**src/rtl/interrupt_controller.sv**
```systemverilog
// interrupt_controller
// Synchronises NUM_SRC asynchronous board inputs, latches per-source events
// (edge or level mode), gates them with an enable mask and presents the
// lowest-index eligible source to the core via a req/ack/done handshake.
//
// state    | meaning
// ---------+--------------------------------------------------------------
// IDLE     | no request outstanding; arbitrates eligible sources each cycle
// REQUEST  | Int_Req high, Int_Id frozen until the core acknowledges
// SERVICE  | core is running the handler; waits for Int_Done, no nesting
module interrupt_controller #(
  parameter int NUM_SRC = 8,
  parameter int ID_W    = 3
) (
  input  logic               CLK,
  input  logic               CLR,
  input  logic [NUM_SRC-1:0] Src_In,
  input  logic               Mask_Write,
  input  logic [NUM_SRC-1:0] Mask_Data,
  input  logic               Mode_Write,
  input  logic [NUM_SRC-1:0] Mode_Data,
  input  logic [NUM_SRC-1:0] Pend_Clear,
  input  logic               Int_Ack,
  input  logic               Int_Done,
  output logic               Int_Req,
  output logic [ID_W-1:0]    Int_Id,
  output logic               In_Service,
  output logic [NUM_SRC-1:0] Pending
);

  localparam logic [1:0] ST_IDLE    = 2'd0;
  localparam logic [1:0] ST_REQUEST = 2'd1;
  localparam logic [1:0] ST_SERVICE = 2'd2;

  logic [NUM_SRC-1:0] sync1_q, sync2_q, prev_q;
  logic [NUM_SRC-1:0] mask_q, mask_d;
  logic [NUM_SRC-1:0] mode_q, mode_d;
  logic [NUM_SRC-1:0] pend_q, pend_d;
  logic [1:0]         state_q, state_d;
  logic               req_q, req_d;
  logic               svc_q, svc_d;
  logic [ID_W-1:0]    id_q, id_d;

  logic               ack_fire;
  logic [NUM_SRC-1:0] ack_vec;
  logic [NUM_SRC-1:0] rise;
  logic [NUM_SRC-1:0] edge_next;
  logic [NUM_SRC-1:0] mode_chg;
  logic [NUM_SRC-1:0] eligible;
  logic               any_elig;
  logic [ID_W-1:0]    win_id;

  // Configuration registers: writes land on the edge where they are sampled.
  always_comb begin
    mask_d = Mask_Write ? Mask_Data : mask_q;
    mode_d = Mode_Write ? Mode_Data : mode_q;
  end

  // Pending update. Edge bits: set beats clear. Level bits follow sync2.
  // A mode change wipes the affected bit so stale state never crosses modes.
  always_comb begin
    ack_fire = (state_q == ST_REQUEST) && Int_Ack;
    ack_vec  = '0;
    for (int i = 0; i < NUM_SRC; i++) begin
      if (id_q == ID_W'(i)) ack_vec[i] = ack_fire;
    end
    rise      = sync2_q & ~prev_q;
    edge_next = (pend_q & ~(Pend_Clear | ack_vec)) | rise;
    mode_chg  = Mode_Write ? (mode_q ^ Mode_Data) : '0;
    pend_d    = ((mode_q & edge_next) | (~mode_q & sync2_q)) & ~mode_chg;
  end

  // Fixed priority: lowest eligible index wins.
  always_comb begin
    eligible = pend_q & mask_q;
    any_elig = |eligible;
    win_id   = '0;
    for (int i = NUM_SRC - 1; i >= 0; i--) begin
      if (eligible[i]) win_id = ID_W'(i);
    end
  end

  // Handshake FSM; Int_Id only changes when a new request is launched.
  always_comb begin
    state_d = state_q;
    req_d   = req_q;
    svc_d   = svc_q;
    id_d    = id_q;
    case (state_q)
      ST_IDLE: begin
        if (any_elig) begin
          id_d    = win_id;
          req_d   = 1'b1;
          state_d = ST_REQUEST;
        end
      end
      ST_REQUEST: begin
        if (Int_Ack) begin
          req_d   = 1'b0;
          svc_d   = 1'b1;
          state_d = ST_SERVICE;
        end
      end
      ST_SERVICE: begin
        if (Int_Done) begin
          svc_d   = 1'b0;
          state_d = ST_IDLE;
        end
      end
      default: begin
        // Unused encoding: recover to a quiet idle.
        req_d   = 1'b0;
        svc_d   = 1'b0;
        state_d = ST_IDLE;
      end
    endcase
  end

  // All state registers, synchronous active-high clear.
  always_ff @(posedge CLK) begin
    if (CLR) begin
      sync1_q <= '0;
      sync2_q <= '0;
      prev_q  <= '0;
      mask_q  <= '0;
      mode_q  <= '1;
      pend_q  <= '0;
      state_q <= ST_IDLE;
      req_q   <= 1'b0;
      svc_q   <= 1'b0;
      id_q    <= '0;
    end else begin
      sync1_q <= Src_In;
      sync2_q <= sync1_q;
      prev_q  <= sync2_q;
      mask_q  <= mask_d;
      mode_q  <= mode_d;
      pend_q  <= pend_d;
      state_q <= state_d;
      req_q   <= req_d;
      svc_q   <= svc_d;
      id_q    <= id_d;
    end
  end

  assign Int_Req    = req_q;
  assign Int_Id     = id_q;
  assign In_Service = svc_q;
  assign Pending    = pend_q;

endmodule

```
**config.mk**
```make
export PLATFORM = sky130hd
export DESIGN_NAME = interrupt_controller
export DESIGN_NICKNAME = d
export VERILOG_FILES = /design/src/rtl/interrupt_controller.sv
export SDC_FILE = /design/constraint.sdc
export NUM_CORES = 1
export LEC_CHECK = 0
export BUFFER_PORTS_ARGS = -buffer_cell sky130_fd_sc_hd__clkbuf_2
export CORE_UTILIZATION = 45
export DETAILED_ROUTE_END_ITERATION = 10
export GPL_ROUTABILITY_DRIVEN = 0
export PLACE_DENSITY = 0.75
export SLEW_MARGIN = 40
export SYNTH_ARGS = -nofsm -noshare
export SYNTH_HDL_FRONTEND = slang
export SYNTH_SLANG_ARGS = --single-unit
```
**constraint.sdc**
```tcl
create_clock -name CLK -period 2.4 [get_ports CLK]
set_input_delay 0.12 -clock CLK [delete_from_list [all_inputs] [get_ports CLK]]
set_output_delay 0.12 -clock CLK [all_outputs]
set_load 0.03 [all_outputs]
```
Word level (Yosys, flattened, before mapping)
Cells that the tools add are included.

Bitwise gates (word level): 16. Mux-type cells: 27. Multiply operators: 0. Magnitude comparators: 0. Divide/modulo/power cells: 0. Eq/ne operators: 12. $add $sub $neg: 0. Shifts and indexed selects: 0. Reductions and logical operators: 8.

Operators with widths (number): $and A8 B8 Y8 (6); $not A8 Y8 (4); $mux W3 (8); $or A8 B8 Y8 (3); $eq A3 B3 Y1 const B (4); $mux W1 (12); $reduce_and A3 Y1 (3); $mux W8 (1); $reduce_or A8 Y1 (1); $xor A8 B8 Y8 (1); $eq A3 B2 Y1 const B (2); $mux W2 (3); $ne A2 B2 Y1 const B (3); $pmux W1 S3 (2); $pmux W2 S3 (1); $eq A3 B1 Y1 const B (1); $logic_not A3 Y1 (1); $eq A2 B1 Y1 const B (1); $eq A2 B2 Y1 const B (1); $logic_not A2 Y1 (1); $not A1 Y1 (2); $reduce_and A2 Y1 (1); $logic_and A1 B1 Y1 (1).

Output and inout port bits: 13. Bits in read-only memories: 0. Input bits: 38. RAM bits: 0. Memories kept: 0. Bits in latches: 0. Register bits: 55. Logic and storage cells: 73.

Depth between registers and ports, before layout
Gate-level depths: netlist of run 1.

Depth after elaboration: 10. Mapped depth: 5. Gate-level depth less buffers: 4.

Least setup slack after synthesis of run 1
OpenSTA, ideal clock, no wires.

Kind: register -> register. From: register id_q[2], in the netlist Int_Id[2]. To: register pend_q[3], in the netlist Pending[3]. Path buffers: 0. Arrival: 1.255 ns. Slack: 1.065 ns. Library setup time: 0.079 ns. Clock period less this slack: 1.335 ns. Cell stages (with the launch flop): 5. Data required time: 2.321 ns. Path through: dfxtp_1 -> and4bb_1 -> a311oi_1 -> a21oi_1 -> a211oi_2.

Cells in the longest elaborated chain, start to end: 9.

RTL lines: start: declaration (RTL line 42) `logic [ID_W-1:0] id_q, id_d;`; start signal: assignment (RTL line 142) `id_q <= id_d;`; $eq A3 B2 Y1 (RTL line 65) `if (id_q == ID_W'(i)) ack_vec[i] = ack_fire;`; $mux W1 (RTL line 65); $or A8 B8 Y8 (RTL line 68) `edge_next = (pend_q & ~(Pend_Clear | ack_vec)) | rise;`; $not A8 Y8 (RTL line 68); $and A8 B8 Y8 (RTL line 68); $or A8 B8 Y8 (RTL line 68); $and A8 B8 Y8 (RTL line 70) `pend_d = ((mode_q & edge_next) | (~mode_q & sync2_q)) & ~mode_chg;`; $or A8 B8 Y8 (RTL line 70); $and A8 B8 Y8 (RTL line 70); end signal: assignment (RTL line 138) `pend_q <= pend_d;`; end: declaration (RTL line 38) `logic [NUM_SRC-1:0] pend_q, pend_d;`.

No other way between the ends. A chain may end at the register's enable or synchronous reset.

Final worst setup path of run 1
From: register state_q[1]. To: register pend_q[7], in the netlist Pending[7].

Cells in the longest elaborated chain, start to end: 10.

RTL lines: start: declaration (RTL line 39) `logic [1:0] state_q, state_d;`; start signal: assignment (RTL line 139) `state_q <= state_d;`; $eq A2 B1 Y1 (RTL line 62) `ack_fire = (state_q == ST_REQUEST) && Int_Ack;`; $logic_and A1 B1 Y1 (RTL line 62); $mux W1 (RTL line 65); $or A8 B8 Y8 (RTL line 68); $not A8 Y8 (RTL line 68); $and A8 B8 Y8 (RTL line 68); $or A8 B8 Y8 (RTL line 68); $and A8 B8 Y8 (RTL line 70); $or A8 B8 Y8 (RTL line 70); $and A8 B8 Y8 (RTL line 70).

No other way between the ends.

==> flow_metrics.tcl, run 1 <==
set metrics [dict create \
    start_util_pct 47.37 \
    ys_seq_area_share_pct 53.01 \
    rsz0062_at_grt "false" \
    ctsHtreeMaxLevel 2 \
    critPathLaunchType "register" \
    vias 1666 \
    hold_viol_final 0 \
    drv_slew 0 \
    synthCells 214 \
    hold_path_startpoint "Src_In[0]" \
    vias_per_cell 5.306 \
    die-area_mm2 0.004891 \
    synth_seq_cells 55 \
    yosysWarnings 0 \
    track_usage_pct 17.91 \
    hold_slack_ns 0.01201 \
    antenna_found_initial 0 \
    synth_area_mm2 0.002077 \
    rows 24 \
    critical_path_depth 4 \
    drtIter0Drc 106 \
    grt_pass1_wl_um 6934 \
    p_leak_nw 1.026 \
    cts_hold_buf 0 \
    clk_latency_ns 0.31 \
    area.growth.synth_to_final_pct 17.83 \
    cp_slowest_cell "dfxtp_1" \
    crit_family "compound AO/OA/AOI/OAI gates" \
    hold_path_depth 2 \
    max_stage_delay_ns 0.46 \
    ioPinCount 51 \
    drt-total-wl_um 4022 \
    cts_tree "done" \
    ys_types 27 \
    tightestPinTransition_ns 0.7404 \
    hp-class "in -> reg" \
    drc 0 \
    first_pass_iters 4 \
    port-buffer-count 50 \
    dp_hpwl_um 2863 \
    max-vdd-ir-drop_mv 0.3613 \
    maxSlewHeadroom_pct 50.64 \
    startpoint "state_q[1]" \
    cts_setup_buffers 0 \
    p_per_area_mw_per_mm2 677.4 \
    critPathRequiredTime_ns 2.62 \
    fin_util_pct 55.82 \
    crit_arrival_ns 1.60 \
    n_antenna_cell 0 \
    core_area_mm2 0.004384 \
    setup_violations 0 \
    crit_path_cell_trace "and4b_1, a311oi_1, a21oi_1, a211oi_2" \
    cts_sinks 55 \
    status "complete, no violations" \
    avgSynthCellArea_um2 9.706 \
    cts-buffers-inserted 5 \
    fin_crit_ns 1.378 \
    fmax_mhz 725.9 \
    cts_resized 0 \
    die_h_um 69.94 \
    grt_max_degree 39 \
    maxCapViolCount 0 \
    skew_ns 0.009562 \
    finalSetupTns_ns 0 \
    clkTransAtPathRegs_ns 0.10 \
    root_buffer "clkbuf_8" \
    reg2reg_from "state_q[1]" \
    r2r_cells 4 \
    path_class "reg -> reg" \
    first_global_vias 1473 \
    worstPathMaxFanout 9 \
    nets 300 \
    drive_above_1_share_pct 22.90 \
    fp.dieW_um 69.94 \
    avgRoutedWirePerCell_um 12.81 \
    cp.buffers_inverters 0 \
    synth_nets 252 \
    overflow 0 \
    clockBufferDepth 2 \
    worstSetupEndpointType "register" \
    fin_crit_sh_pct 57.40 \
    drtAntennaViolNets 0 \
]
==> flip-flops by register name (all words and copies together) (netlist names) <==
name and flops:
In_Service 1, mode_q 8, sync2_q 8, prev_q 8, Pending 8, state_q 2
Int_Id 3, mask_q 8, sync1_q 8, Int_Req 1
==> layout by cell type, fill, tap and decap left out, types with 2 or more instances in the layout <==
master	synthesis	routed
clkbuf_2	0	50
nor2_1	13	13
mux2i_1	8	8
a311oi_1	2	2
nand2b_1	2	2
dfxtp_1	55	55
a22oi_1	5	5
o21ai_0	5	5
xor2_1	7	7
a2111oi_0	2	2
a211oi_1	12	12
clkbuf_8	0	5
a211oi_2	2	2
nor2b_1	33	33
a32oi_1	2	2
inv_1	2	2
a211o_1	7	7
a21oi_1	16	16
nand2_1	24	24
==> worst paths after layout <==
kind | to | slack, ns
setup / recovery | Pending[7] | 1.02
hold reg to reg | sync2_q[7] | 0.45
setup reg to reg | Pending[7] | 1.02
hold / removal | sync1_q[0] | 0.01
==> metal layers <==
metal / vias to the layer above / global-route usage [%] / wire (um)
met5: - / 0 / 0
met4: 0 / 7.556 / 60
met3: 7 / 4.618 / 238
met2: 58 / 25.96 / 1657
met1: 756 / 25.23 / 2066
li1: 845 / - / -
==> kinds of logic (layout without fill, tap and decap cells) <==
family	count (synthesis)	after routing	synth area share (%)
muxes	8	8	3.856
DFF	55	55	53.01
buffers and inverters	12	60	2.229
xor gates and xnor gates	7	7	2.952
AOI/OAI and AO/OA	54	54	18.31
and+or+nand+nor	78	78	19.64
==> cell type report <==
type	count	area, um^2
timing repair buffer	51	257.7
clock inverter	2	17.52
tap	52	65.06
fill	414	1937
clock buffer	5	68.82
multi-input combinational	147	929.6
inverter	2	7.507
sequential	55	1101
==> worst reg2reg max path, delay by kind of cell (launching register included) <==
family           cells  cell delay [ns]
AO/OA/AOI/OAI        3             0.56
flip-flops           1             0.46
AND/OR/NAND/NOR      1             0.27
==> where the power goes <==
| part | internal [mW] | switching (mW) | total, mW |
|---|---|---|---|
| registers | 0.955 | 0.0335 | 0.989 |
| logic | 0.0756 | 0.0877 | 0.163 |
| clock network | 0.206 | 0.300 | 0.506 |
==> synthesized netlist by cell type, drive strengths merged <==
library cell	n	share of area (%)
a2111oi	2	0.84
a211o	7	3.0
a211oi	14	5.5
a21oi	16	3.9
a22oi	5	1.8
a311oi	2	0.84
a31o	1	0.42
a32oi	2	0.84
and4b	1	0.48
and4bb	1	0.60
buf	2	0.42
clkbuf	8	1.4
dfxtp	55	53
inv	2	0.36
mux2i	8	3.9
nand2	24	4.3
nand2b	2	0.60
nand3b	1	0.36
nand4	1	0.30
nor2	13	2.3
nor2b	33	9.9
nor3b	1	0.36
nor4	1	0.30
o21ai	5	1.2
xor2	7	3.0
==> metrics by stage <==
stage / instance area, um^2 / total power [mW] / setup WS [ns] / std cells
floorplan: 2077 / 1.109 / 1.065 / 214
global placement: 2361 / 1.169 / 1.081 / 307
detailed placement: 2361 / 1.173 / 1.049 / 307
CTS: 2447 / 1.673 / 1.034 / 314
global route: 2447 / 1.737 / 0.9026 / 314
finish: 2447 / 1.658 / 1.022 / 314
Note: power is estimated with default switching activity, not from simulation.
==> inputs of run 2 (changes only) <==
ABC_AREA = 1   (was not set)
PLACE_DENSITY = 0.77   (was 0.75)
clock period = 1.2 ns   (was 2.4 ns; I/O delays follow)
==> flow_metrics.tcl, run 2 <==
set metrics [dict create \
    dp_hpwl_um 3265 \
    r2r_cells 9 \
    worstSetupEndpointType "register" \
    fin_crit_sh_pct 96.17 \
    crit_arrival_ns 1.35 \
    die-area_mm2 0.005043 \
    synth_fa_ha_area_share_pct 0 \
    antenna_found_initial 0 \
    hold_path_depth 4 \
    yosysWarnings 0 \
    final_cell_mix "57 x nand2_1, 50 x clkbuf_2, 46 x dfxtp_1, 46 x nor2_1, 42 x inv_1" \
    place_inst 383 \
    area.growth.synth_to_final_pct 31.17 \
    first_global_vias 1772 \
    synth_nets 322 \
    overflow 0 \
    fin_crit_ns 1.154 \
    hold_viol_final 1 \
    core_area_mm2 0.004474 \
    vias_per_cell 4.791 \
    clockBufferDepth 2 \
    skew_ns 0.005853 \
    avgRoutedWirePerCell_um 11.71 \
    violations "DRC, hold timing" \
    synth_area_mm2 0.002143 \
    maxCapViolCount 0 \
    synth_edf_count 0 \
    pre_cts_slack_ns 0.03117 \
    final_common_cell "nand2_1" \
    drtAntennaViolNets 0 \
    status "complete, but fails checks" \
    synthCells 284 \
    maxSlewHeadroom_pct 79.01 \
    synth_xor_area_share_pct 0 \
    hold_end "Pending[5]" \
    fp.dieW_um 71.02 \
    ys_top_cells_by_area "dfxtp_1 51%, nand2_1 11%, nor2_1 8.4%" \
    ctsHtreeMaxLevel 2 \
    drv_slew 0 \
    grt_max_degree 30 \
    critPathLaunchType "register" \
    die_h_um 71.02 \
    port-buffer-count 50 \
    nets 402 \
    cts_tree "done" \
    root_buffer "clkbuf_8" \
    clkTransAtPathRegs_ns 0.10 \
    drc 7 \
    cts_sinks 55 \
    drt-total-wl_um 4883 \
    fmax_mhz 866.6 \
    clk_latency_ns 0.32 \
    synthMuxAreaShare_pct 0 \
    max-vdd-ir-drop_mv 0.8089 \
    async_flop_share_pct 0 \
    synth_commonest_cells "61 x nand2_1, 55 x dfxtp_1, 48 x nor2_1, 42 x inv_1, 21 x a21oi_1" \
    power_mw 3.430 \
    grt_pass1_wl_um 7721 \
    path_class "reg -> reg" \
    hold_slack_ns -0.004584 \
    synth_top_family_by_area "simple AND/OR/NAND/NOR gates" \
    drive_above_1_share_pct 27.12 \
    synth.top_cell.area_share_pct 51.37 \
    ys_types 23 \
    p_per_area_mw_per_mm2 1220 \
    hold_path_startpoint "Pend_Clear[5]" \
    synth_seq_cells 55 \
    start_util_pct 47.90 \
    critPathRequiredTime_ns 1.40 \
    stdcell_count 417 \
    hp-class "in -> reg" \
    ioPinCount 51 \
    ys_seq_area_share_pct 51.37 \
    p_leak_nw 1.353 \
    vias 1998 \
    synthMostInstantiatedCell "nand2_1" \
    ys.flop_type "dfxtp_1" \
    rows 24 \
    tightestPinTransition_ns 0.3109 \
    yosysTopAreaCell "dfxtp_1" \
    cts-buffers-inserted 5 \
    worstPathMaxFanout 4 \
    drtIter0Drc 140 \
    fillers 373 \
    r2r-end "Int_Id[1]" \
    setup_violations 0 \
    n_antenna_cell 0 \
    yosys.area_share.simple_pct 23.93 \
    avgSynthCellArea_um2 7.547 \
    synth_compound_area_share_pct 15.18 \
    reg2reg_from "mask_q[3]" \
    first_pass_iters 7 \
    fin_util_pct 62.84 \
    r2r_slack_ns 0.05 \
    track_usage_pct 19.60 \
    setup_slack_ns 0.04602 \
]
==> run 2: cell count changes in the layout (fill, tap and decap cells not counted), moves of 9 or more <==
cell	delta
inv_1	+40
nand2_1	+33
nor2_1	+33
nor2b_1	-33
dlygate4sd3_1	+19
nand2_2	+14
a211oi_1	-12
buf_4	+9
dfxtp_1	-9
dfxtp_2	+9
==> run 2: worst max path at each step <==
stage,endpoint,from,slack [ns]
2_1_floorplan,Int_Id[1],Pending[2],0.007
3_3_place_gp,Pending[1],state_q[0],0.08
3_5_place_dp,Pending[5],state_q[1],0.03
4_1_cts,Pending[5],state_q[0],0.03
5_1_grt,Int_Id[1],Pending[0],-0.02
6_report,Int_Id[1],mask_q[3],0.05
==> run 2: logic make-up (layout without fill, tap and decap cells) <==
| group | after synthesis | in the layout |
|---|---|---|
| AOI/OAI and AO/OA | 54 | 54 |
| DFF | 55 | 55 |
| buffers and inverters | 50 | 131 |
| and+or+nand+nor | 125 | 125 |
==> run 2: area by class of cell <==
class | count | area (um^2) | share of cell area (%)
sequential | 55 | 1112 | 39.56
multi-input combinational | 179 | 858.3 | 30.53
timing repair buffer | 80 | 526.8 | 18.74
inverter | 43 | 161.4 | 5.741
clock buffer | 5 | 68.82 | 2.448
tap | 52 | 65.06 | 2.314
clock inverter | 3 | 18.77 | 0.6676
==> run 2: routing by layer <==
metal | vias up | routed length (um) | share of wire (%) | GRT usage (%)
met1 | 856 | 2106 | 43 | 24.33
li1 | 1057 | - | - | -
met4 | 0 | 67 | 1.4 | 6.667
met5 | - | 0 | 0 | 0
met2 | 75 | 2313 | 47 | 33.23
met3 | 10 | 396 | 8.1 | 4.986
==> run 2: critical path, stage by stage (launching register included) <==
cell     delay [ns]
dfxtp_1        0.38
nand2_2        0.08
nand2_2        0.10
nor2_4         0.04
nand2_2        0.08
nand2_2        0.07
inv_2          0.09
o21ai_1        0.07
o21ai_1        0.08
nor2_1         0.06
==> run 2: timing repair <==
item                                    in CTS  in global routing
buffers inserted                             0                  7
resized for setup                            0                 10
hold buffers                                19                  0
endpoints found under the hold margin       19                  0
endpoints found under the setup margin       0                  9
==> run 2: report_power, final <==
| group | switching, mW | total [mW] | internal, mW |
|---|---|---|---|
| clock network | 0.600 | 1.01 | 0.412 |
| logic | 0.243 | 0.440 | 0.197 |
| registers | 0.0608 | 1.98 | 1.92 |
| total | 0.904 | 3.43 | 2.53 |
==> run 2: stage by stage <==
step	setup TNS, ns	area, um^2
after floorplan	0	2152
after global placement	0	2455
after detailed placement	0	2455
after CTS	0	2733
after global routing	-0.04307	2811
final	0	2811
==> inputs of run 3 (changes only) <==
REMOVE_ABC_BUFFERS = 1   (was not set)
==> flow_metrics.tcl, run 3 (synthesized netlist as in run 2, its figures left out) <==
set metrics [dict create \
    worstSetupEndpointType "register" \
    ioPinCount 51 \
    track_usage_pct 19.78 \
    start_util_pct 47.90 \
    final_common_cell "nand2_1" \
    setup_violations 0 \
    clockBufferDepth 2 \
    first_global_vias 1855 \
    ctsHtreeMaxLevel 2 \
    max-vdd-ir-drop_mv 0.8243 \
    status "complete, but fails checks" \
    final_cell_mix "57 x nand2_1, 50 x clkbuf_2, 49 x dfxtp_1" \
    tightestPinTransition_ns 0.3412 \
    grt_max_degree 30 \
    violations "hold timing" \
    worstPathMaxFanout 4 \
    p_seq_share_pct 57.9 \
    clkTransAtPathRegs_ns 0.09 \
    comb_power_share_pct 12.5 \
    antenna_found_initial 0 \
    drtAntennaViolNets 0 \
    drtIter0Drc 136 \
    critPathRequiredTime_ns 1.44 \
    clk_latency_ns 0.30 \
    rsz0062_at_grt "true" \
    overflow 0 \
    core_area_mm2 0.004474 \
    finalInstanceArea_mm2 0.002779 \
    swShare_pct 25.97 \
    hp-class "in -> reg" \
    n_antenna_cell 0 \
    p_clk_share_pct 29.6 \
    grt_pass1_wl_um 7817 \
    port-buffer-count 50 \
    root_buffer "clkbuf_8" \
    fmax_mhz 870.6 \
    nets 398 \
    fp.dieW_um 71.02 \
    maxCapViolCount 0 \
    hold_slack_ns -0.002085 \
    fillers 399 \
    rows 24 \
    dpl_cell_area_mm2 0.002469 \
    intPower_mw 2.527 \
    place_inst 386 \
    dp_hpwl_um 3291 \
    stdcell_count 413 \
    vias 1948 \
    avgRoutedWirePerCell_um 11.26 \
    cts_tree "done" \
    fin_crit_ns 1.149 \
    cts-buffers-inserted 5 \
    hold_viol_final 1 \
    skew_ns 0.005516 \
    p_leak_nw 1.331 \
    crit_arrival_ns 1.39 \
    fin_crit_sh_pct 95.72 \
    area.growth.synth_to_final_pct 29.66 \
    critPathLaunchType "register" \
    cts_sinks 55 \
    drive_above_1_share_pct 26.04 \
    path_class "reg -> reg" \
    drt-total-wl_um 4649 \
    die_h_um 71.02 \
    switching_power_mw 0.8862 \
    die-area_mm2 0.005043 \
    first_pass_iters 6 \
    vias_per_cell 4.717 \
    drc 0 \
    drv_slew 0 \
    p_per_area_mw_per_mm2 1228 \
    maxSlewHeadroom_pct 76.97 \
]
==> run 3: path summary, 6_finish.rpt <==
kind / from / endpoint / slack, ns / cells after the start
setup / recovery: mask_q[0] / Int_Id[1] / 0.05 / 9
hold / removal: Mask_Data[6] / mask_q[6] / -0.002 / 3
setup reg to reg: mask_q[0] / Int_Id[1] / 0.05 / 9
hold reg to reg: sync1_q[7] / sync2_q[7] / 0.41 / 2
==> run 3: power groups by stage <==
stage | sequential, mW | combinational (mW) | clock (mW)
2_1_floorplan | 2.04 | 0.181 | 0
3_3_place_gp | 2.01 | 0.364 | 0
3_5_place_dp | 2.01 | 0.374 | 0
4_1_cts | 1.97 | 0.416 | 1.05
5_1_grt | 1.99 | 0.481 | 1.11
6_report | 1.98 | 0.426 | 1.01
==> run 3: layout make-up <==
| class | instances | area (um^2) | area share (%) |
|---|---|---|---|
| clock inverter | 2 | 17.52 | 0.6303 |
| timing repair buffer | 76 | 485.5 | 17.47 |
| tap | 52 | 65.06 | 2.341 |
| clock buffer | 6 | 72.57 | 2.611 |
| sequential | 55 | 1109 | 39.89 |
| inverter | 43 | 161.4 | 5.808 |
| multi-input combinational | 179 | 868.3 | 31.25 |
==> run 3: timing repair <==
| action | in CTS | in global routing |
|---|---|---|
| setup buffers | 0 | 3 |
| hold buffers | 16 | 0 |
| gates resized for setup | 0 | 15 |
| hold endpoints to repair | 16 | 0 |
| endpoints found under the setup margin | 0 | 10 |
==> run 3: stage by stage <==
stage          power, mW  util [%]  setup WS, ns    TNS, ns
4_1_cts            3.437     60.77      0.008971          0
3_5_place_dp       2.388     55.17       0.03339          0
2_1_floorplan      2.218         -     -0.006186  -0.006186
6_report           3.413     62.11       0.05139          0
3_3_place_gp       2.373     55.17       0.08653          0
5_1_grt            3.580     62.11      -0.07558   -0.07558
==> run 3: routing by layer <==
metal | vias up | routed length [um] | GRT usage (%) | share of wire [%]
li1 | 1052 | - | - | -
met1 | 841 | 1988 | 22.35 | 43
met2 | 52 | 2380 | 36.54 | 51
met3 | 3 | 257 | 4.843 | 5.5
met4 | 0 | 23 | 6.222 | 0.49
met5 | - | 0 | 0 | 0
==> run 3: critical path: stages, from the launching register on <==
cell	delay [ns]
dfxtp_1	0.34
nand2_2	0.08
nand2_2	0.07
nor2_4	0.12
nand2_2	0.07
nand2_2	0.08
inv_2	0.06
o21ai_1	0.08
o21ai_1	0.08
nor2_1	0.12
